--- src/rtl/lieat_exu_wbck_buf_if.sv ---
// lieat_exu_wbck_buf_if
// Bundles the three channels around the ALU result buffer:
//   exu_i_*  : ALU result handshake into the buffer (valid/ready)
//   wbck_o_* : head-of-buffer handshake towards the writeback port
//   fwd_*    : issue-stage operand lookup (index in, hit/data out)
// Modports:
//   master : the surroundings (ALU, writeback port, issue stage)
//   slave  : the buffer itself
interface lieat_exu_wbck_buf_if #(
  parameter int XLEN    = 32,
  parameter int REG_IDX = 5
);
  logic               exu_i_valid;
  logic               exu_i_ready;
  logic [XLEN-1:0]    exu_i_res;
  logic [REG_IDX-1:0] exu_i_rd;
  logic               exu_i_wen;
  logic [XLEN-1:0]    exu_i_pc;

  logic               wbck_o_valid;
  logic               wbck_o_ready;
  logic [XLEN-1:0]    wbck_o_res;
  logic [REG_IDX-1:0] wbck_o_rd;
  logic               wbck_o_wen;
  logic [XLEN-1:0]    wbck_o_pc;

  logic [REG_IDX-1:0] fwd_rs1_idx;
  logic               fwd_rs1_hit;
  logic [XLEN-1:0]    fwd_rs1_data;
  logic [REG_IDX-1:0] fwd_rs2_idx;
  logic               fwd_rs2_hit;
  logic [XLEN-1:0]    fwd_rs2_data;

  modport master (
    output exu_i_valid, exu_i_res, exu_i_rd, exu_i_wen, exu_i_pc,
    input  exu_i_ready,
    input  wbck_o_valid, wbck_o_res, wbck_o_rd, wbck_o_wen, wbck_o_pc,
    output wbck_o_ready,
    output fwd_rs1_idx, fwd_rs2_idx,
    input  fwd_rs1_hit, fwd_rs1_data, fwd_rs2_hit, fwd_rs2_data
  );

  modport slave (
    input  exu_i_valid, exu_i_res, exu_i_rd, exu_i_wen, exu_i_pc,
    output exu_i_ready,
    output wbck_o_valid, wbck_o_res, wbck_o_rd, wbck_o_wen, wbck_o_pc,
    input  wbck_o_ready,
    input  fwd_rs1_idx, fwd_rs2_idx,
    output fwd_rs1_hit, fwd_rs1_data, fwd_rs2_hit, fwd_rs2_data
  );
endinterface

--- src/rtl/lieat_exu_wbck_buf.sv ---
// lieat_exu_wbck_buf
// In-order result buffer between the shared integer ALU and the writeback
// port. Completed results (res, rd, pc, effective wen) are queued in a
// DEPTH-entry FIFO and presented head-first to writeback. Buffered results
// are also forwarded combinationally to the issue stage (youngest match wins).
// Ports:
//   clock   : rising-edge clock
//   reset   : synchronous active-high reset (beats flush)
//   flush   : drops every buffered entry and any same-cycle push/pop
//   bus     : exu_i / wbck_o / fwd channels (slave side)
//   buf_cnt : current occupancy, 0..DEPTH
module lieat_exu_wbck_buf #(
  parameter int XLEN    = 32,
  parameter int REG_IDX = 5,
  parameter int DEPTH   = 2
) (
  input  logic                       clock,
  input  logic                       reset,
  input  logic                       flush,
  lieat_exu_wbck_buf_if.slave        bus,
  output logic [$clog2(DEPTH):0]     buf_cnt
);
  localparam int PTR_W = $clog2(DEPTH);
  localparam int CNT_W = PTR_W + 1;

  logic [PTR_W-1:0]   wr_ptr;
  logic [PTR_W-1:0]   rd_ptr;
  logic [CNT_W-1:0]   cnt;
  logic [DEPTH-1:0]   ent_vld;

  logic [XLEN-1:0]    ent_res [DEPTH];
  logic [REG_IDX-1:0] ent_rd  [DEPTH];
  logic               ent_wen [DEPTH];
  logic [XLEN-1:0]    ent_pc  [DEPTH];

  logic               push;
  logic               pop;
  logic               not_empty;

  // Ready is purely a function of occupancy so a full buffer never accepts,
  // even when the head drains in the same cycle.
  assign bus.exu_i_ready = (cnt < CNT_W'(DEPTH));
  assign not_empty       = (cnt != '0);
  assign push            = bus.exu_i_valid & bus.exu_i_ready & ~flush;
  assign pop             = not_empty & bus.wbck_o_ready & ~flush;
  assign buf_cnt         = cnt;

  // Control state: pointers, count and per-entry valid bits.
  always_ff @(posedge clock) begin
    if (reset || flush) begin
      wr_ptr  <= '0;
      rd_ptr  <= '0;
      cnt     <= '0;
      ent_vld <= '0;
    end else begin
      if (push) begin
        wr_ptr          <= wr_ptr + PTR_W'(1);
        ent_vld[wr_ptr] <= 1'b1;
      end
      if (pop) begin
        rd_ptr          <= rd_ptr + PTR_W'(1);
        ent_vld[rd_ptr] <= 1'b0;
      end
      // push and pop never target the same slot: push needs non-full,
      // pop needs non-empty, and equal pointers imply one of the two.
      if (push && !pop)
        cnt <= cnt + CNT_W'(1);
      else if (pop && !push)
        cnt <= cnt - CNT_W'(1);
    end
  end

  // Entry payload is qualified by ent_vld, so it carries no reset.
  always_ff @(posedge clock) begin
    if (push) begin
      ent_res[wr_ptr] <= bus.exu_i_res;
      ent_rd[wr_ptr]  <= bus.exu_i_rd;
      ent_wen[wr_ptr] <= bus.exu_i_wen & (bus.exu_i_rd != '0);
      ent_pc[wr_ptr]  <= bus.exu_i_pc;
    end
  end

  // Head presentation: fields are zeroed when nothing is buffered.
  always_comb begin
    bus.wbck_o_valid = not_empty;
    bus.wbck_o_res   = '0;
    bus.wbck_o_rd    = '0;
    bus.wbck_o_wen   = 1'b0;
    bus.wbck_o_pc    = '0;
    if (not_empty) begin
      bus.wbck_o_res = ent_res[rd_ptr];
      bus.wbck_o_rd  = ent_rd[rd_ptr];
      bus.wbck_o_wen = ent_wen[rd_ptr];
      bus.wbck_o_pc  = ent_pc[rd_ptr];
    end
  end

  // Forwarding: walk from the head (oldest) towards the write pointer so a
  // later match overrides an earlier one, leaving the youngest result.
  // The entry being popped this cycle is still valid and still searched.
  always_comb begin
    logic [PTR_W-1:0] idx;
    bus.fwd_rs1_hit  = 1'b0;
    bus.fwd_rs1_data = '0;
    bus.fwd_rs2_hit  = 1'b0;
    bus.fwd_rs2_data = '0;
    idx              = '0;
    for (int k = 0; k < DEPTH; k++) begin
      idx = rd_ptr + PTR_W'(k);
      if (ent_vld[idx] && ent_wen[idx]) begin
        if ((bus.fwd_rs1_idx != '0) && (ent_rd[idx] == bus.fwd_rs1_idx)) begin
          bus.fwd_rs1_hit  = 1'b1;
          bus.fwd_rs1_data = ent_res[idx];
        end
        if ((bus.fwd_rs2_idx != '0) && (ent_rd[idx] == bus.fwd_rs2_idx)) begin
          bus.fwd_rs2_hit  = 1'b1;
          bus.fwd_rs2_data = ent_res[idx];
        end
      end
    end
  end
endmodule

--- src/flat_wrapper.sv ---
// flat-port wrapper written by rule: the top's interface ports become plain ports
module lieat_exu_wbck_buf_flat 
#(
  parameter int XLEN    = 32,
  parameter int REG_IDX = 5,
  parameter int DEPTH   = 2
)
  (clock, reset, flush, buf_cnt, bus_exu_i_valid, bus_exu_i_res, bus_exu_i_rd, bus_exu_i_wen, bus_exu_i_pc, bus_exu_i_ready, bus_wbck_o_valid, bus_wbck_o_res, bus_wbck_o_rd, bus_wbck_o_wen, bus_wbck_o_pc, bus_wbck_o_ready, bus_fwd_rs1_idx, bus_fwd_rs2_idx, bus_fwd_rs1_hit, bus_fwd_rs1_data, bus_fwd_rs2_hit, bus_fwd_rs2_data);
  lieat_exu_wbck_buf_if #(.XLEN(XLEN), .REG_IDX(REG_IDX)) bus_i ();
  input  logic clock;
  input  logic reset;
  input  logic flush;
  output logic [$clog2(DEPTH):0] buf_cnt;
  input wire logic [$bits(bus_i.exu_i_valid)-1:0] bus_exu_i_valid;
  input wire logic [$bits(bus_i.exu_i_res)-1:0] bus_exu_i_res;
  input wire logic [$bits(bus_i.exu_i_rd)-1:0] bus_exu_i_rd;
  input wire logic [$bits(bus_i.exu_i_wen)-1:0] bus_exu_i_wen;
  input wire logic [$bits(bus_i.exu_i_pc)-1:0] bus_exu_i_pc;
  output wire logic [$bits(bus_i.exu_i_ready)-1:0] bus_exu_i_ready;
  output wire logic [$bits(bus_i.wbck_o_valid)-1:0] bus_wbck_o_valid;
  output wire logic [$bits(bus_i.wbck_o_res)-1:0] bus_wbck_o_res;
  output wire logic [$bits(bus_i.wbck_o_rd)-1:0] bus_wbck_o_rd;
  output wire logic [$bits(bus_i.wbck_o_wen)-1:0] bus_wbck_o_wen;
  output wire logic [$bits(bus_i.wbck_o_pc)-1:0] bus_wbck_o_pc;
  input wire logic [$bits(bus_i.wbck_o_ready)-1:0] bus_wbck_o_ready;
  input wire logic [$bits(bus_i.fwd_rs1_idx)-1:0] bus_fwd_rs1_idx;
  input wire logic [$bits(bus_i.fwd_rs2_idx)-1:0] bus_fwd_rs2_idx;
  output wire logic [$bits(bus_i.fwd_rs1_hit)-1:0] bus_fwd_rs1_hit;
  output wire logic [$bits(bus_i.fwd_rs1_data)-1:0] bus_fwd_rs1_data;
  output wire logic [$bits(bus_i.fwd_rs2_hit)-1:0] bus_fwd_rs2_hit;
  output wire logic [$bits(bus_i.fwd_rs2_data)-1:0] bus_fwd_rs2_data;
  assign bus_i.exu_i_valid = bus_exu_i_valid;
  assign bus_i.exu_i_res = bus_exu_i_res;
  assign bus_i.exu_i_rd = bus_exu_i_rd;
  assign bus_i.exu_i_wen = bus_exu_i_wen;
  assign bus_i.exu_i_pc = bus_exu_i_pc;
  assign bus_exu_i_ready = bus_i.exu_i_ready;
  assign bus_wbck_o_valid = bus_i.wbck_o_valid;
  assign bus_wbck_o_res = bus_i.wbck_o_res;
  assign bus_wbck_o_rd = bus_i.wbck_o_rd;
  assign bus_wbck_o_wen = bus_i.wbck_o_wen;
  assign bus_wbck_o_pc = bus_i.wbck_o_pc;
  assign bus_i.wbck_o_ready = bus_wbck_o_ready;
  assign bus_i.fwd_rs1_idx = bus_fwd_rs1_idx;
  assign bus_i.fwd_rs2_idx = bus_fwd_rs2_idx;
  assign bus_fwd_rs1_hit = bus_i.fwd_rs1_hit;
  assign bus_fwd_rs1_data = bus_i.fwd_rs1_data;
  assign bus_fwd_rs2_hit = bus_i.fwd_rs2_hit;
  assign bus_fwd_rs2_data = bus_i.fwd_rs2_data;
  lieat_exu_wbck_buf #(.XLEN(XLEN), .REG_IDX(REG_IDX), .DEPTH(DEPTH)) u_core (.clock(clock), .reset(reset), .flush(flush), .bus(bus_i), .buf_cnt(buf_cnt));
endmodule
--- config.mk ---
export PLATFORM = sky130hd
export DESIGN_NAME = lieat_exu_wbck_buf_flat
export DESIGN_NICKNAME = d
export VERILOG_FILES = /design/src/rtl/lieat_exu_wbck_buf_if.sv /design/src/rtl/lieat_exu_wbck_buf.sv /design/src/flat_wrapper.sv
export SDC_FILE = /design/constraint.sdc
export NUM_CORES = 1
export LEC_CHECK = 0
export BUFFER_PORTS_ARGS = -buffer_cell sky130_fd_sc_hd__buf_2
export CELL_PAD_IN_SITES_DETAIL_PLACEMENT = 0
export CELL_PAD_IN_SITES_GLOBAL_PLACEMENT = 1
export CORE_MARGIN = 4
export CORE_UTILIZATION = 43
export CTS_CLUSTER_SIZE = 16
export DETAILED_ROUTE_END_ITERATION = 8
export PLACE_DENSITY_LB_ADDON = 0.1
export SLEW_MARGIN = 20
export SYNTH_ARGS = -nofsm -noshare
export SYNTH_HDL_FRONTEND = slang
export SYNTH_SLANG_ARGS = --single-unit
--- constraint.sdc ---
create_clock -name clock -period 13.1 [get_ports clock]
set_input_delay 1.31 -clock clock [delete_from_list [all_inputs] [get_ports clock]]
set_output_delay 1.31 -clock clock [all_outputs]
set_load 0.1 [all_outputs]
# Word-level counts from Yosys, hierarchy flattened
# Memories as Yosys holds them, arrays and structs flattened. A register that Yosys moved wholly into a read port is not among the register bits.
# Index checks and enable logic that the tools add are counted.
# Widths: inputs -> output; s select.
op_classes:
  order_cmp: 6
  addsub: 4
  n_mux: 43
  reduce_logical: 18
  eq_ne: 4
  bitwise_logic: 9
op_table:
  columns: ["cell", "count"]
  rows:
  - ["$mux 32", 10]
  - ["$mux 1", 25]
  - ["$eq 5x5->1", 4]
  - ["$reduce_bool 5->1", 3]
  - ["$logic_and 1x1->1", 10]
  - ["$mux 2", 5]
  - ["$lt 1x2->1 const B", 3]
  - ["$and 1x1->1", 5]
  - ["$mux 5", 1]
  - ["$reduce_bool 2->1", 2]
  - ["$add 1x1->1 const B", 2]
  - ["$add 2x1->2 const B", 1]
  - ["$and 2x2->2", 1]
  - ["$demux 1 s1", 2]
  - ["$ge 1x1->1 const B", 2]
  - ["$logic_not 1->1", 2]
  - ["$lt 2x2->1 const B", 1]
  - ["$not 2->2", 1]
  - ["$or 2x2->2", 1]
  - ["$sub 2x1->2 const B", 1]
  - ["$logic_or 1x1->1", 1]
  - ["$not 1->1", 1]
word_totals:
  ramBits: 140
  mem_count: 4
  regBits: 6
  out_inout_bits: 140
  in_bits: 85
  wordCells: 92
mem_list:
  columns: ["name", "words", "word_bits", "rd", "rd_ports_with_merged_regs", "wr", "line_no", "text"]
  rows:
  - ["u_core.ent_pc", 2, 32, 1, 1, 1, "lieat_exu_wbck_buf.sv:34", "logic [XLEN-1:0] ent_pc [DEPTH];"]
  - ["u_core.ent_res", 2, 32, 2, 1, 1, "lieat_exu_wbck_buf.sv:31", "logic [XLEN-1:0] ent_res [DEPTH];"]
  - ["u_core.ent_rd", 2, 5, 2, 1, 1, "lieat_exu_wbck_buf.sv:32", "logic [REG_IDX-1:0] ent_rd [DEPTH];"]
  - ["u_core.ent_wen", 2, 1, 2, 1, 1, "lieat_exu_wbck_buf.sv:33", "logic ent_wen [DEPTH];"]

# Depth between registers and ports, before layout
# Gate-level depths: netlist of run 1.
depth:
  word_depth: 9
  depth_mapped: 9
  mapped_depth_nobuf: 8

# Worst setup path before layout of run 1
# Ideal clock, no wire load.
synth_path:
  path_kind: "input-to-reg"
  startpoint: "in flush"
  endpoint: "mem u_core.ent_pc[0][0] (enable)"
  required_time_ns: 12.592
  setup_slack_ns: 7.723
  cell_stages: 2
  t_arrival_ns: 4.868
  path_cell_list: "nor3b_1 > nor2b_1"
synth_between:
  elab_chain_cells: 4
synth_rtl:
  columns: ["item", "line_no", "text"]
  rows:
  - ["from (decl)", "flat_wrapper.sv:12", "input logic flush;"]
  - ["$not 1->1", "lieat_exu_wbck_buf.sv:44", "assign push = bus.exu_i_valid & bus.exu_i_ready & ~flush;"]
  - ["$and 1x1->1", "lieat_exu_wbck_buf.sv:44", null]
  - ["$mux 1", "lieat_exu_wbck_buf.sv:75", "if (push) begin"]
  - ["$mux 1 (implied by the code)", "lieat_exu_wbck_buf.sv:79", "ent_pc[wr_ptr] <= bus.exu_i_pc;"]
  - ["to (decl)", "lieat_exu_wbck_buf.sv:34", null]
# No other way between the ends.

==> qor.txt, run 1 <==
Lkg Pwr -> 3.424 nW
register area -> 4348 µm²
FF-to-FF path depth -> 3
post-synthesis xor/xnor area fraction -> 0.03130
Critical Path AT -> 4.31 ns
Max transition margin -> 0.3098
DP Area -> 7934 µm²
Routed Antenna Nets -> 0
largest family of logic cells by synthesized area -> multiplexers
Worst-path clk slew -> 0.06 ns
DR DRC count -> 0
Yosys warnings -> 0
GR Overflow Total -> 0
WHS Endpoint -> u_core.ent_vld[1]
Hold Startpoint -> u_core.ent_vld[1]
antenna cells -> 0
Inserted Clock Buffers -> 17
Max Slew Vio Count -> 0
Tmin final -> 5.621 ns
aggregate global-route resource usage -> 0.1901
# hold bufs at CTS -> 0
flop-to-flop setup slack -> 10.63 ns
clk root buf -> clkbuf_16
Ports -> 225
WL/cell -> 18.58 µm
number of detailed-route iterations in the first pass -> 6
PnR Total Power -> 0.001149 W
Starting Density -> 0.4401
worst hold stages -> 2
Final Hold Fails -> 0
peak supply drop -> 0.1060 mV
Final Instance Area -> 8579 µm²
fraction of the mapped netlist area in adder cells -> 0.001863
PD cells -> 133.9 nW/µm²
vias per cell -> 5.095
Die Area -> 17,680 µm²
Die Width -> 133.0 µm
Synth cell types -> 36
layout cell share with drive strength beyond 1 -> 0.3936
Core Region -> 15,260 µm²
main flop type after synthesis -> edfxtp_1
Mapped Cells -> 461
Worst Skew -> 0.006605 ns
Max FO, Critical Path -> 56
HPWL after detailed placement -> 11.15 mm
Worst R2R Start -> u_core.buf_cnt[1]
initial antenna violation count -> 0
initial DRC count -> 190
syn avg cell area -> 14.57 µm²
die height -> 133.0 µm
fmax -> 0.1779 GHz
simple-gate share of the synthesized area -> 0.06875
Sink Count -> 147
Async SR Flop Fraction -> 0
largest net degree at the start of global routing -> 72
endpoints failing setup -> 0
CTS tree -> built
RSZ-0062 raised after global routing -> no
Crit. End Element -> output port
Buffers on Ports -> 224
post-synthesis mux area share -> 0.1245
Min-Delay Path Class -> flop to flop
Max Cap Viol -> 0
later-pin clock latency in the skew report -> 0.41 ns
Filler cells -> 1,308
crit path launch type -> flop
Post-Syn Area -> 6715 µm²
setup total negative slack -> 0 ns
Syn Nets -> 547
sequential fraction of the synthesis area -> 0.6469
CTS Buffer Depth -> 2
status -> finished clean
DRT Wirelength -> 16.76 mm
Final Cycle Share -> 0.4291
vias after detailed routing -> 4,596
area grow syn2layout -> 27.76%
Final GP Congestion -> 0.8502
FP Rows -> 45
count of state elements after synthesis -> 147
Synth Area in Compound Gates -> 0.09428
slew at the pin closest to its max-slew limit -> 1.035 ns
Critical Path RT -> 11.79 ns
H-Tree Depth -> 4
Setup CP Type -> flop to output port
post-cts resize count -> 0
NumNets Final -> 766
first-pass GRT wire length -> 25.85 mm
vias in the first global route -> 4,921
footprint of the multi-input gates -> 2171 µm²
r2r endpoint -> u_core.ent_res[0][2]
EDFF count, synth -> 140
Post-CTS Setup Repair Bufs -> 0
==> cells in the mapped netlist (all sizes together), types with 3 or more instances <==
cell type | count | area (µm²)
edfxtp | 140 | 4204
nor2 | 82 | 307.8
mux2i | 78 | 805.8
a22o | 64 | 560.5
xor2 | 19 | 166.4
buf | 15 | 138.9
clkbuf | 14 | 52.55
dfxtp | 7 | 140.1
or4 | 5 | 45.04
xnor2 | 5 | 43.79
nand4 | 4 | 25.02
o21ai | 3 | 15.01
==> sequential cells by signal, indices dropped and copies added, names as in the netlist, named ones only <==
register        cells
u_core.ent_rd      10
u_core.ent_vld      2
u_core.ent_res     64
u_core.ent_wen      2
u_core.rd_ptr       1
u_core.ent_pc      64
u_core.buf_cnt      2
u_core.wr_ptr       1
==> area by class of cell <==
type                            instances  share of cell area
Tap cell                              211             0.03077
Clock buffer                           17             0.04958
Clock inverter                         13             0.01604
Multi-Input combinational cell        282              0.2530
Timing Repair Buffer                  230              0.1429
Inverter                                2           0.0008750
Sequential cell                       147              0.5068
==> through the flow <==
stage	std cells	setup slack (ns)	utilization	hold slack [ns]
floorplan	461	7.723	-	0.4818
global placement	869	7.711	0.5200	0.5231
detailed placement	869	7.600	0.5200	0.5240
CTS	899	7.146	0.5569	0.5321
global route	902	7.199	0.5623	0.5569
finish	902	7.479	0.5623	0.5322
==> cells in the final DEF, fill, tap and decap left out, types with 4 or more instances in the layout <==
cell type	Yosys	final
nand4_1	4	4
edfxtp_1	140	140
dfxtp_1	7	6
clkinv_2	0	4
a22o_1	64	64
xnor2_1	5	5
xor2_1	19	19
nor2_1	82	81
mux2i_1	76	76
clkbuf_16	0	17
buf_2	0	224
==> cells by family (layout without fill, tap and decap cells) <==
family | count (synthesis) | in the layout
AOI/OAI and AO/OA | 73 | 73
adders and majority gates | 1 | 1
xor gates and xnor gates | 24 | 24
muxes | 80 | 80
and+or+nand+nor | 104 | 104
buffers and inverters | 32 | 262
DFF | 147 | 147
==> worst max-delay path, cell delays in order (launching register included) <==
cell	delay (ns)
dfxtp_4	0.53
buf_4	0.85
mux2i_1	0.21
nor2_1	0.22
o21ai_1	0.14
or4b_1	0.54
mux2i_4	0.51
buf_16	0.23
a22o_1	0.18
buf_2	0.44
==> worst max-delay path by stage <==
stage	startpoint	to	slack, ns	cells past startpoint
2_1_floorplan	flush	u_core.ent_pc[0][0]	7.72	2
3_3_place_gp	flop	bus_fwd_rs2_data[8]	7.71	8
3_5_place_dp	flop	bus_fwd_rs2_data[8]	7.60	8
4_1_cts	flop	bus_fwd_rs2_data[8]	7.15	8
5_1_grt	flop	bus_fwd_rs1_data[8]	7.20	9
6_report	flop	bus_fwd_rs1_data[8]	7.48	9
==> per-layer routing <==
layer / vias to the layer above / GRT usage / share of wire
met4: 0 / 0.07679 / 0.013
li1: 2210 / - / -
met1: 2199 / 0.2065 / 0.39
met3: 17 / 0.07148 / 0.093
met2: 170 / 0.3344 / 0.51
met5: - / 0 / 0
==> where the power goes <==
part | switching [W] | internal, W | leakage (nW)
Clock | 0.000179 | 0.000277 | 0.271
Combinational | 0.000123 | 0.0000316 | 1.81
Sequential | 0.00000747 | 0.000530 | 1.34
No activity file was read; power rests on OpenSTA's default activity.
==> run 2, diff against run 1 <==
Settings changed: CORE_UTILIZATION 43 to 40.
Clock period 13.1 ns to 5.4 ns, I/O delays scaled along.
==> qor.txt, run 2 (synthesized netlist as in run 1, its figures left out) <==
Starting Density -> 0.4064
CTS tree -> built
Final GP Congestion -> 0.7955
slew at the pin closest to its max-slew limit -> 1.035 ns
peak supply drop -> 0.2615 mV
Max Slew Vio Count -> 0
Final Hold Fails -> 0
Post-CTS Setup Repair Bufs -> 0
NumNets Final -> 765
most common library cell in the layout ignoring fill and taps -> buf_2
DR DRC count -> 0
H-Tree Depth -> 4
clk root buf -> clkbuf_16
Critical Path RT -> 4.86 ns
commonest non-fill, non-tap cells in the layout -> 224 x buf_2, 140 x edfxtp_1, 81 x nor2_1
Die Area -> 18,930 µm²
Max FO, Critical Path -> 39
RSZ-0062 raised after global routing -> no
Crit. End Element -> output port
Setup CP Type -> flop to output port
Routed Antenna Nets -> 0
Min-Delay Path Class -> input pin to flop
Max Cap Viol -> 0
DRT Wirelength -> 17.15 mm
initial DRC count -> 283
PD cells -> 341.2 nW/µm²
fmax -> 0.2155 GHz
later-pin clock latency in the skew report -> 0.41 ns
antenna cells -> 0
largest registers -> u_core.ent_pc: 64 flops, u_core.ent_res: 64 flops, u_core.ent_rd: 10 flops
WL/cell -> 18.80 µm
crit path launch type -> flop
die height -> 137.6 µm
Ports -> 225
Final Cycle Share -> 0.8593
area grow syn2layout -> 27.95%
fin util -> 0.5200
Die Width -> 137.6 µm
vias per cell -> 5.071
first-pass GRT wire length -> 25.54 mm
Tmin final -> 4.640 ns
Buffers on Ports -> 224
number of detailed-route iterations in the first pass -> 5
Worst Skew -> 0.006183 ns
Critical Path AT -> 4.10 ns
FP Rows -> 47
layout cell share with drive strength beyond 1 -> 0.3931
endpoints failing setup -> 0
largest net degree at the start of global routing -> 72
Core Region -> 16,520 µm²
aggregate global-route resource usage -> 0.1790
Inserted Clock Buffers -> 17
HPWL after detailed placement -> 11.76 mm
# hold bufs at CTS -> 0
PnR Total Power -> 0.002932 W
Sink Count -> 147
vias in the first global route -> 4,690
status -> finished clean
initial antenna violation count -> 0
GR Overflow Total -> 0
CTS Buffer Depth -> 2
Lkg Pwr -> 3.440 nW
vias after detailed routing -> 4,625
post-cts resize count -> 0
setup total negative slack -> 0 ns
Worst-path clk slew -> 0.06 ns
Filler cells -> 1,497
Max transition margin -> 0.3102
## run 2: final timing paths
path	startpoint	endpoint	slack (ns)	depth (start not counted)
max	flop	bus_fwd_rs2_data[9]	0.76	8
min	bus_exu_i_pc[15]	u_core.ent_pc[1][15]	0.31	1
min reg2reg	u_core.ent_vld[1]	u_core.ent_vld[1]	0.53	2
max reg2reg	u_core.buf_cnt[1]	u_core.ent_res[0][3]	2.57	3
## run 2: routing by layer
| metal | vias up | GRT usage | share of wire |
|---|---|---|---|
| li1 | 2204 | - | - |
| met3 | 21 | 0.07305 | 0.098 |
| met1 | 2216 | 0.2168 | 0.40 |
| met5 | - | 0 | 0 |
| met2 | 184 | 0.2907 | 0.48 |
| met4 | 0 | 0.05931 | 0.017 |
## run 2: cell type report
cell class	count	area, µm²	area share
Clock inverter	14	202.7	0.02359
Sequential cell	147	4348	0.5060
Inverter	2	7.507	0.0008737
Timing Repair Buffer	229	1159	0.1348
Clock buffer	18	429.2	0.04995
Multi-Input combinational cell	282	2171	0.2527
Tap cell	220	275.3	0.03204
## run 2: worst max-delay path, stage by stage (launching register included)
cell	delay (ns)
dfxtp_4	0.77
mux2i_1	0.43
xor2_1	0.20
nand4_1	0.18
or4b_1	0.60
mux2i_4	0.47
buf_4	0.35
a22o_1	0.22
buf_2	0.44
## run 2: per-stage QoR
stage / worst slack (ns) / instance area, µm² / hold slack, ns / cells
after floorplan: 0.5157 / 6715 / 0.4818 / 461
after global placement: 1.195 / 7960 / 0.5081 / 880
after detailed placement: 1.160 / 7960 / 0.5186 / 880
after CTS: 0.6983 / 8592 / 0.2909 / 912
after global routing: 0.4913 / 8592 / 0.2871 / 912
final: 0.7599 / 8592 / 0.3095 / 912
## run 2: report_power, final
part | switching [W] | internal, W
registers | 0.0000201 | 0.00129
logic | 0.000298 | 0.0000739
clock network | 0.000472 | 0.000781
total | 0.000790 | 0.00214
